===== src/rtl/ram_scan_reader.sv =====
// ram_scan_reader: read-side scanner for the board's 32x4 synchronous RAM.
// Walks scan_addr through the RAM, waits out the read latency, latches each
// word for the hex display and dwells on it. Hands the RAM to the
// switch-driven writer on request, then re-reads the same location.
//
// Ports
//   clock, reset          system clock; synchronous active-high reset
//   run                   level, continuous scan while high
//   step                  one-cycle pulse, reads one address when run is low
//   wr_req / wr_grant     writer request / writer owns the RAM
//   ram_address, ram_wren read address (= scan_addr), write enable (always 0)
//   ram_q                 RAM read data
//   disp_addr/data/valid  word shown on the display
//   wrap                  one-cycle pulse when scan_addr wraps to 0
//
// state | meaning
// IDLE  | waiting for run, step or wr_req
// ISSUE | address presented to the RAM
// WAIT  | read latency, captures ram_q on the last cycle
// HOLD  | display dwell, then advance
// YIELD | writer owns the RAM
module ram_scan_reader #(
    parameter int ADDR_W   = 5,
    parameter int DATA_W   = 4,
    parameter int DWELL    = 25000000,
    parameter int READ_LAT = 1
) (
    input  logic              clock,
    input  logic              reset,
    input  logic              run,
    input  logic              step,
    input  logic              wr_req,
    output logic              wr_grant,
    output logic [ADDR_W-1:0] ram_address,
    output logic              ram_wren,
    input  logic [DATA_W-1:0] ram_q,
    output logic [ADDR_W-1:0] disp_addr,
    output logic [DATA_W-1:0] disp_data,
    output logic              disp_valid,
    output logic              wrap
);

    localparam int               CNT_W     = $clog2(DWELL + 1);
    localparam logic [CNT_W-1:0] DWELL_C   = CNT_W'(DWELL);
    localparam logic             WAIT_LAST = 1'(READ_LAT - 1);

    typedef enum logic [2:0] {IDLE, ISSUE, WAIT, HOLD, YIELD} state_t;

    state_t              state_q, state_d;
    logic [ADDR_W-1:0]   scan_addr_q, scan_addr_d;
    logic [ADDR_W-1:0]   disp_addr_q, disp_addr_d;
    logic [DATA_W-1:0]   disp_data_q, disp_data_d;
    logic                disp_valid_q, disp_valid_d;
    logic                wr_grant_q, wr_grant_d;
    logic                wrap_q, wrap_d;
    // single_q: leave HOLD after one cycle; no_inc_q: leave without advancing
    logic                single_q, single_d;
    logic                no_inc_q, no_inc_d;
    logic                wait_cnt_q, wait_cnt_d;
    logic [CNT_W-1:0]    dwell_q, dwell_d;

    always_ff @(posedge clock) begin
        if (reset) begin
            state_q      <= IDLE;
            scan_addr_q  <= '0;
            disp_addr_q  <= '0;
            disp_data_q  <= '0;
            disp_valid_q <= 1'b0;
            wr_grant_q   <= 1'b0;
            wrap_q       <= 1'b0;
            single_q     <= 1'b0;
            no_inc_q     <= 1'b0;
            wait_cnt_q   <= 1'b0;
            dwell_q      <= '0;
        end else begin
            state_q      <= state_d;
            scan_addr_q  <= scan_addr_d;
            disp_addr_q  <= disp_addr_d;
            disp_data_q  <= disp_data_d;
            disp_valid_q <= disp_valid_d;
            wr_grant_q   <= wr_grant_d;
            wrap_q       <= wrap_d;
            single_q     <= single_d;
            no_inc_q     <= no_inc_d;
            wait_cnt_q   <= wait_cnt_d;
            dwell_q      <= dwell_d;
        end
    end

    always_comb begin
        state_d      = state_q;
        scan_addr_d  = scan_addr_q;
        disp_addr_d  = disp_addr_q;
        disp_data_d  = disp_data_q;
        disp_valid_d = disp_valid_q;
        wr_grant_d   = wr_grant_q;
        wrap_d       = 1'b0;
        single_d     = single_q;
        no_inc_d     = no_inc_q;
        wait_cnt_d   = wait_cnt_q;
        dwell_d      = dwell_q;

        case (state_q)
            IDLE: begin
                if (wr_req) begin
                    state_d      = YIELD;
                    wr_grant_d   = 1'b1;
                    disp_valid_d = 1'b0;
                end else if (run) begin
                    state_d  = ISSUE;
                    single_d = 1'b0;
                    no_inc_d = 1'b0;
                end else if (step) begin
                    state_d  = ISSUE;
                    single_d = 1'b1;
                    no_inc_d = 1'b0;
                end
            end
            ISSUE: begin
                state_d    = WAIT;
                wait_cnt_d = 1'b0;
            end
            WAIT: begin
                if (wait_cnt_q == WAIT_LAST) begin
                    state_d      = HOLD;
                    disp_data_d  = ram_q;
                    disp_addr_d  = scan_addr_q;
                    disp_valid_d = 1'b1;
                    dwell_d      = '0;
                end else begin
                    wait_cnt_d = 1'b1;
                end
            end
            HOLD: begin
                if (wr_req) begin
                    state_d      = YIELD;
                    wr_grant_d   = 1'b1;
                    disp_valid_d = 1'b0;
                end else if (!single_q && run) begin
                    // The advance happens on the cycle after DWELL counted cycles.
                    if (dwell_q == DWELL_C) begin
                        state_d     = ISSUE;
                        scan_addr_d = scan_addr_q + ADDR_W'(1);
                        wrap_d      = &scan_addr_q;
                    end else begin
                        dwell_d = dwell_q + CNT_W'(1);
                    end
                end else begin
                    state_d = IDLE;
                    if (!no_inc_q) begin
                        scan_addr_d = scan_addr_q + ADDR_W'(1);
                        wrap_d      = &scan_addr_q;
                    end
                end
            end
            YIELD: begin
                if (!wr_req) begin
                    // Re-read the same location; without run it parks afterwards.
                    state_d    = ISSUE;
                    wr_grant_d = 1'b0;
                    single_d   = !run;
                    no_inc_d   = !run;
                end
            end
            default: state_d = IDLE;
        endcase
    end

    assign wr_grant    = wr_grant_q;
    assign ram_address = scan_addr_q;
    assign ram_wren    = 1'b0;
    assign disp_addr   = disp_addr_q;
    assign disp_data   = disp_data_q;
    assign disp_valid  = disp_valid_q;
    assign wrap        = wrap_q;

endmodule


===== config.mk =====
export PLATFORM = sky130hd
export DESIGN_NAME = ram_scan_reader
export DESIGN_NICKNAME = d
export VERILOG_FILES = /design/src/rtl/ram_scan_reader.sv
export SDC_FILE = /design/constraint.sdc
export NUM_CORES = 1
export LEC_CHECK = 0
export BUFFER_PORTS_ARGS = -buffer_cell sky130_fd_sc_hd__buf_2
export CAP_MARGIN = 25
export CORE_MARGIN = 2
export CORE_UTILIZATION = 60
export CTS_CLUSTER_SIZE = 10
export DETAILED_ROUTE_END_ITERATION = 16
export HOLD_SLACK_MARGIN = 0.03
export PLACE_DENSITY_LB_ADDON = 0.12
export SYNTH_ARGS = -nofsm -noshare
export SYNTH_HDL_FRONTEND = slang
export SYNTH_SLANG_ARGS = --single-unit
export TNS_END_PERCENT = 100

===== constraint.sdc =====
create_clock -name clock -period 3.5 [get_ports clock]
set_input_delay 0.35 -clock clock [delete_from_list [all_inputs] [get_ports clock]]
set_output_delay 0.35 -clock clock [all_outputs]
set_load 0.005 [all_outputs]

# Yosys cells after proc, flatten, opt, wreduce, memory -nomap -nowiden
# Index checks and enable logic that the tools add are counted.
# classes
n_addsub	2
n_eq_ne	17
n_mux	37
n_bitwise	3
reduce_logical	19
# ops
cell	count
25-bit two-way mux	4
25-bit one-hot mux with 2 select lines	1
25-bit by 1-bit adder with 25-bit output (second input constant)	1
25-bit equality test (second input constant)	1
3-bit two-way mux	8
1-bit two-way mux	15
5-bit two-way mux	3
3-bit one-hot mux with 5 select lines	1
2-bit != test (second input constant)	6
4-bit AND reduction	3
1-bit one-hot mux with 2 select lines	5
5-bit AND reduction	2
2-bit nonzero test	5
4-bit != test (second input constant)	2
3-bit by 2-bit equality test with 1-bit output (second input constant)	2
2-bit by 1-bit != test with 1-bit output (second input constant)	3
3-bit AND reduction	2
5-bit by 1-bit adder with 5-bit output (second input constant)	1
3-bit by 1-bit equality test with 1-bit output (second input constant)	1
3-bit equality test (second input constant)	1
3-bit logical NOT	1
3-bit != test (second input constant)	1
1-bit NOT	3
3-bit OR reduction	1
4 further kinds	5
# word_totals
register_bits	48
input_bits	9
out_inout_bits	18

# Longest topological paths before layout
# Gate-level depths: netlist (run 1).
# depth
word_depth	5
ltp_mapped	8
depth_no_buf	7

# Least setup slack after synthesis (run 1)
# OpenSTA, ideal clock, no wires.
# synth_timing
path_kind	register to register
startpoint	reg dwell_q[0]
endpoint	reg dwell_q[20]
arrival_ps	1736
setup_slack_ps	1702
stages_incl_launch_ff	7
path_buffers	0
period_less_slack_ps	1798
cell_sequence	dfxtp_1 -> ha_1 -> inv_1 -> nor4_4 -> nand4_2 -> or4_1 -> nand3_1
# synth_via
elab_chain_len	5
word_cells_on_any_way	8
# synth_rtl
item	line_no	rtl
start, declared	60	logic [CNT_W-1:0] dwell_q, dwell_d;
start signal, assigned	86	dwell_q <= dwell_d;
25-bit by 1-bit adder with 25-bit output	146	dwell_d = dwell_q + CNT_W'(1);
25-bit two-way mux	141	if (dwell_q == DWELL_C) begin
25-bit two-way mux	139	end else if (!single_q && run) begin
25-bit two-way mux	135	if (wr_req) begin
25-bit one-hot mux with 2 select lines	103	case (state_q)
# Several ways; a longest one is shown, not always the timed one. The select of a mux whose other input is x is not followed.
# A chain may end at the register's enable or synchronous reset.

# Worst setup path in the final report (run 1)
# layout_timing
startpoint	reg state_q[1]
endpoint	reg disp_addr_q[2], in the netlist disp_addr[2]
# layout_via
elab_chain_len	2
# layout_rtl
item	line_no	rtl
start, declared	49	state_t state_q, state_d;
start signal, assigned	76	state_q <= state_d;
3-bit by 2-bit equality test with 1-bit output	103	
2-bit AND reduction (no line)	n/a	
end signal, assigned	78	disp_addr_q <= disp_addr_d;
end, declared	51	logic [ADDR_W-1:0] disp_addr_q, disp_addr_d;
# Every way passes these cells.

==> run_results.csv, run 1 <==
group,metric,value,unit
synthesis,synth_top_area_cell,"dfxtp_1",
synthesis,synth_cells,314,
power_and_ir_drop,p_per_area,363,nW/um^2
power_and_ir_drop,internal-power,0.745,mW
worst_setup_path,path_class,"register to register",
clock_network,clk_latency,0.31,ns
worst_setup_path,critical_path.startpoint,"state_q[1]",
floorplanning,start_util,62.8,%
final_layout,drive_gt1_share,13.5,%
timing,fmax,440,MHz
synthesis,synth-edff-count,0,
floorplanning,die_area,4790,um^2
hold_path,hold_class,"input pin to register",
clock_network,root_buffer,"clkbuf_8",
power_and_ir_drop,combPwrFrac,9.1,%
synthesis,postSynthNetCount,327,
timing,fin_tns_setup,0,ns
placed_design,dp_hpwl,4.10,mm
route,drc_errors,0,
flow_run,maxCapViolCount,0,
timing,rsz0062_at_grt,"no",
worst_setup_path,reg2reg_to,"disp_addr[2]",
worst_setup_path,startpoint_type,"register",
synthesis,synthTopCellsByArea,"dfxtp_1 38%, nand2_1 7.8%, nand3_1 4.9%",
worst_setup_path,worstPathMaxFanout,18,
clock_network,cts_resized,0,
final_layout,instances_no_fill,383,
synthesis,ys_ff_latch,48,
floorplanning,pin_count,27,
final_layout,multi_input_area,1480,um^2
synthesis,syn_avg_cell_area,8.12,um^2
final_layout,nNetsFinal,345,
placed_design,gp_congestion,0.850,
final_layout,antenna_cells,0,
worst_setup_path,reg2reg_slack,1.23,ns
power_and_ir_drop,p_sw_share,26.1,%
floorplanning,core_region_area,4060,um^2
synthesis,ys_seq_area_share,37.7,%
timing,min_period,2.27,ns
global_routing,grt-ovfl-total,0,
synthesis,syn_area,2550,um^2
clock_network,clock_sinks,48,
clock_network,cts_tree,"done",
power_and_ir_drop,p_leak,1.09,nW
clock_network,post-cts-setup-buffer-count,0,
power_and_ir_drop,pwr-share-clk,34.6,%
power_and_ir_drop,total_power,1.01,mW
synthesis,ys.flop_type,"dfxtp_1",
timing,fin_skew,0.00685,ns
route,vias,2397,
timing,worst_pin_slew,0.793,ns
worst_setup_path,reg2reg_from,"state_q[1]",
route,dr.pass1.iters,4,
synthesis,yosys_warnings,0,
timing,hold_viol_final,0,
final_layout,area_growth_syn_to_layout,8.98,%
synthesis,synth_top_area_share,37.7,%
placed_design,numPlacedInstances,375,
clock_network,cts_made_buffers,5,
final_layout,fillers,348,
power_and_ir_drop,power_frac_seq,56.3,%
worst_setup_path,crit_path_end,"disp_addr[2]",
timing,setup-violations-final,0,
timing,final_max_slew_viol_count,0,
clock_network,cts_hold_buf,0,
global_routing,antenna_found_initial,0,
global_routing,grt_use_total,25.6,%
timing,slew_headroom,47.1,%
worst_setup_path,worstPathRequired,3.74,ns
route,antenna_left,0,
run_status,status,"finished clean",
route,drt-initial-drc-count,246,
synthesis,async_flop_share,0,%
power_and_ir_drop,p_sw,0.263,mW
global_routing,grt_pass1_vias,2157,
worst_setup_path,crit_arrival,2.52,ns
global_routing,grt_max_degree,34,
timing,holdWs,0.262,ns
final_layout,seqCellArea,961,um^2
route,wirelength,5.90,mm
synthesis,post-synth-top-count-cell,"nand2_1",
clock_network,htree_levels,2,
placed_design,port_buffers,25,
floorplanning,rows,23,
power_and_ir_drop,ir_worst_vdd,0.000203,V
clock_network,cts_buffer_depth,2,
floorplanning,fp.dieW,69.2,um
worst_setup_path,cp-end-kind,"register",
worst_setup_path,r2r.worst_path.cells,5,
clock_network,clk_pin_slew,0.09,ns
timing,timing.final.crit_share,64.9,%
route,wl_per_cell,15.4,um
route,via_per_inst,6.26,
floorplanning,die_h,69.2,um
global_routing,grt_pass1_wl,10.1,mm
synthesis,synth_common_cells,"53 x nand2_1, 48 x dfxtp_1, 25 x nand3_1",
synthesis,ys_types,56,
[cell usage in the layout (no fill, tap or decap), drive strengths merged, types with 5 or more instances in the layout]
cell,n
dfxtp,48
mux2i,6
a31oi,6
nand4,11
or4,11
o211ai,9
a21oi,19
nor2,15
buf,27
inv,9
o21ai,7
and3,9
nor2b,5
nor4,5
nand3,25
nand2,53
o31ai,6
or3,5
clkbuf,7
[cell type report]
| cell class | count | area share, % |
|---|---|---|
| flip-flops and latches | 48 | 34.6 |
| clock buffers | 7 | 3.11 |
| repair buffers | 27 | 5.05 |
| inverters | 10 | 1.35 |
| well taps | 50 | 2.25 |
| clock inverters | 1 | 0.270 |
| multi-input cells | 240 | 53.4 |
[cells by family (layout without fill, tap and decap cells)]
kind of cell | count (synthesis) | after routing | synth area share [%]
other cells | 1 | 1 | 0.147
mux | 7 | 7 | 2.80
simple gates | 162 | 162 | 35.4
compound gates | 66 | 66 | 17.8
flops | 48 | 48 | 37.7
buf+inv | 26 | 45 | 4.12
fa+ha+maj | 4 | 4 | 1.96
[worst max-delay path, cell delays in order, from the launching register on]
cell     delay, ns
dfxtp_1       0.47
nor2b_1       0.30
nand2_1       0.46
nor2_1        0.69
nand2_1       0.12
a21oi_1       0.15
[worst min path at each step]
stage	from	to	slack [ns]	depth (start not counted)
2_1_floorplan	dwell_q[14]	dwell_q[14]	0.43	1
3_3_place_gp	disp_data[1]	disp_data[1]	0.44	2
3_5_place_dp	disp_data[0]	disp_data[0]	0.44	2
4_1_cts	ram_q[2]	disp_data[2]	0.26	3
5_1_grt	ram_q[2]	disp_data[2]	0.28	3
6_report	ram_q[0]	disp_data[0]	0.26	3
[per-layer routing]
metal,global-route usage (%),wire length [um]
met2,39.0,2640
met4,9.59,98
met3,6.40,311
met5,0,0
met1,35.1,2850
[per-stage QoR]
step           setup slack [ns]  cell area, um^2  utilization, %
4_1_cts                    1.27             2780            68.5
5_1_grt                    1.00             2780            68.5
3_3_place_gp               1.28             2680            66.1
6_report                   1.23             2780            68.5
2_1_floorplan              1.70             2550               -
3_5_place_dp               1.28             2680            66.1
[power groups by stage]
stage	clock network, mW	logic [mW]	registers [mW]
detailed placement	0	0.0905	0.580
floorplan	0	0.0694	0.573
global route	0.376	0.102	0.569
global placement	0	0.0904	0.580
finish	0.348	0.0920	0.567
CTS	0.356	0.0909	0.567
[sequential cells by signal (all words and copies together), names as in the netlist]
| signal | cells |
|---|---|
| state_q | 3 |
| ram_address | 5 |
| wr_grant | 1 |
| disp_valid | 1 |
| dwell_q | 25 |
| no_inc_q | 1 |
| wait_cnt_q | 1 |
| wrap | 1 |
| disp_addr | 5 |
| single_q | 1 |
| disp_data | 4 |
No activity file was read; power rests on OpenSTA's default activity.
==> run 2, diff against run 1 <==
ABC_AREA = 1   (was unset)
CORE_UTILIZATION = 54   (was 60)
clock period = 1.8 ns   (was 3.5 ns; I/O delays follow)
==> run 2 against run 1 <==
  * Final area is 23% higher
  * Sequential share of layout area decreased by 6.3 points
  * Worst hold slack got worse by 0.18 ns
  * Sequential power up 140%
  * Power grew to 2.9 times the previous value
  * Flip-flop and latch count unchanged
  * Clock-buffer cell count down 2
  * Non-clock buffer count rose by 10
  * Routed wire length increased by 32%
  * Combinational power grew to 9.9 times the previous value
  * Critical endpoint is now dwell_q[13]
==> run_results.csv, run 2 <==
group,metric,value,unit
hold_path,hold_path_depth,3,
placed_design,placed_area,3250,um^2
global_routing,grt_pass1_vias,2959,
clock_network,clock_sinks,48,
route,drc_errors,0,
floorplanning,pin_count,27,
power_and_ir_drop,total_power,2.95,mW
final_layout,nNetsFinal,544,
synthesis,synth_xor_area_share,0.578,%
global_routing,grt-ovfl-total,0,
worst_setup_path,startpoint_type,"register",
synthesis,synth-adder-area-share,1.65,%
final_layout,utilization,62.5,%
synthesis,ys.flop_type,"dfxtp_1",
final_layout,largest_reg_flops,25,
route,wirelength,7.77,mm
synthesis,ys_types,32,
final_layout,fillers,534,
route,drt-initial-drc-count,240,
final_layout,regMostFlops,"dwell_q",
worst_setup_path,path_class,"register to register",
synthesis,synth_top_family_by_area,"simple AND/OR/NAND/NOR gates",
floorplanning,fp.dieW,78.9,um
synthesis,syn_area,3030,um^2
global_routing,grt_use_total,26.6,%
route,via_per_inst,5.21,
placed_design,port_buffers,25,
power_and_ir_drop,internal-power,1.84,mW
synthesis,postSynthNetCount,514,
synthesis,synth_top_area_cell,"dfxtp_1",
floorplanning,start_util,55.3,%
timing,fmax,603,MHz
timing,min_period,1.66,ns
timing,final_max_slew_viol_count,0,
worst_setup_path,worstPathRequired,2.05,ns
flow_run,maxCapViolCount,0,
power_and_ir_drop,power_frac_seq,45.4,%
global_routing,antenna_found_initial,0,
synthesis,post-synth-top-count-cell,"nand2_1",
synthesis,async_flop_share,0,%
synthesis,synth-compound-area-share,10.2,%
synthesis,ys_ff_latch,48,
route,antenna_left,0,
route,vias,3144,
synthesis,synth-edff-count,0,
clock_network,htree_levels,2,
final_layout,area_growth_syn_to_layout,12.9,%
worst_setup_path,cp-end-kind,"register",
power_and_ir_drop,pwr-share-clk,23.6,%
synthesis,synth_cells,501,
route,wl_per_cell,12.9,um
final_layout,antenna_cells,0,
power_and_ir_drop,ir_worst_vdd,0.000688,V
power_and_ir_drop,p_per_area,862,nW/um^2
placed_design,gp_congestion,0.947,
run_status,status,"finished clean",
floorplanning,die_h,78.9,um
timing,fin_skew,0.00893,ns
route,dr.pass1.iters,5,
timing,hold_viol_final,0,
placed_design,dp_hpwl,5.49,mm
clock_network,cts_made_buffers,5,
final_layout,layout_common_cells,"136 x nand2_1, 105 x nor2_1, 46 x inv_1, 44 x dfxtp_1, 42 x nand3_1",
timing,slew_headroom,64.7,%
floorplanning,die_area,6220,um^2
floorplanning,core_region_area,5470,um^2
timing,setup-violations-final,0,
clock_network,cts_buffer_depth,2,
power_and_ir_drop,p_leak,1.36,nW
global_routing,grt_pass1_wl,13.2,mm
clock_network,post-cts-setup-buffer-count,0,
timing,holdWs,0.0847,ns
final_layout,fin_area,3420,um^2
final_layout,final_common_cell,"nand2_1",
synthesis,synthTopCellsByArea,"dfxtp_1 32%, nand2_1 17%, nor2_1 13%",
synthesis,synth_common_cells,"137 x nand2_1, 106 x nor2_1, 48 x dfxtp_1",
worst_setup_path,worstPathMaxFanout,27,
synthesis,muxShareOfSynthArea,0,%
synthesis,ys_seq_area_share,31.7,%
worst_setup_path,crit_arrival,1.90,ns
power_and_ir_drop,p_sw_share,37.6,%
final_layout,drive_gt1_share,15.2,%
clock_network,root_buffer,"clkbuf_8",
clock_network,clk_latency,0.31,ns
synthesis,yosys_warnings,0,
power_and_ir_drop,combPwrFrac,31.0,%
clock_network,clk_pin_slew,0.10,ns
synthesis,synth_top_area_share,31.7,%
timing,timing.final.crit_share,92.1,%
worst_setup_path,r2r.worst_path.cells,9,
synthesis,synth-simple-area-share,45.9,%
global_routing,grt_max_degree,28,
hold_path,hold_class,"input pin to register",
power_and_ir_drop,p_sw,1.11,mW
timing,worst_pin_slew,0.528,ns
floorplanning,rows,27,
synthesis,syn_avg_cell_area,6.05,um^2
clock_network,cts_tree,"done",
==> run 2: cell count changes in the layout (fill, tap and decap cells not counted), sizes merged, moves of 9 or more <==
cell,change
nand2,+92
inv,+42
buf,+10
nand3,+19
nor2,+101
and3,-9
o211ai,-9
o21ai,+12
a21oi,+14
or4,-11
==> run 2: cell families after synthesis <==
family | after synthesis
AOI/OAI and AO/OA | 57
xor gates and xnor gates | 2
adders and majority gates | 4
buffers and inverters | 67
DFF | 48
other | 1
and+or+nand+nor | 322
==> run 2: layout make-up <==
type | instances | area (um^2) | area share, %
Clock buffer | 5 | 68.8 | 2.01
Clock inverter | 3 | 25.0 | 0.732
Inverter | 50 | 190 | 5.56
Multi-Input combinational cell | 389 | 1840 | 53.8
Sequential cell | 48 | 966 | 28.2
Tap cell | 72 | 90.1 | 2.63
Timing Repair Buffer | 37 | 240 | 7.03
==> run 2: final timing paths <==
path	startpoint	slack [ns]	endpoint
min reg2reg	single_q	0.47	single_q
min	ram_q[2]	0.08	disp_data[2]
max reg2reg	state_q[1]	0.14	dwell_q[13]
max	state_q[1]	0.14	dwell_q[13]
==> run 2: power by group through the flow <==
| stage | sequential [mW] | combinational (mW) | clock, mW |
|---|---|---|---|
| floorplan | 1.33 | 0.666 | 0 |
| global placement | 1.35 | 0.872 | 0 |
| detailed placement | 1.35 | 0.887 | 0 |
| CTS | 1.33 | 0.890 | 0.708 |
| global route | 1.36 | 1.05 | 0.757 |
| finish | 1.34 | 0.914 | 0.696 |
==> run 2: metrics by stage <==
step	worst slack, ns	std cells	TNS (ns)
global placement	0.0903	593	0
global route	-0.00466	604	-0.00466
CTS	0.0355	601	0
floorplan	0.291	501	0
detailed placement	0.00246	593	0
finish	0.143	604	0
==> run 2: metal layers <==
metal / GRT usage [%] / share of wire (%) / vias up
met5: 0 / 0 / -
met4: 8.10 / 1.6 / 0
met3: 4.32 / 4.6 / 12
met2: 45.7 / 48 / 79
met1: 34.3 / 46 / 1411
li1: - / - / 1642
==> run 2: what timing repair did <==
item	in CTS	in global routing
hold buffers	0	0
pin swaps	0	2
gates resized for setup	1	16
endpoints found under the setup margin	3	28
cloned	0	3
==> run 2: worst max-delay path, cell delays in order (launching register included) <==
cell and delay (ns):
dfxtp_1 0.34, inv_1 0.07, nor2_2 0.11, inv_2 0.09, nor2_8 0.27, nand3_1 0.21
nand4_4 0.12, buf_12 0.17, nand2_1 0.06, a21oi_1 0.13
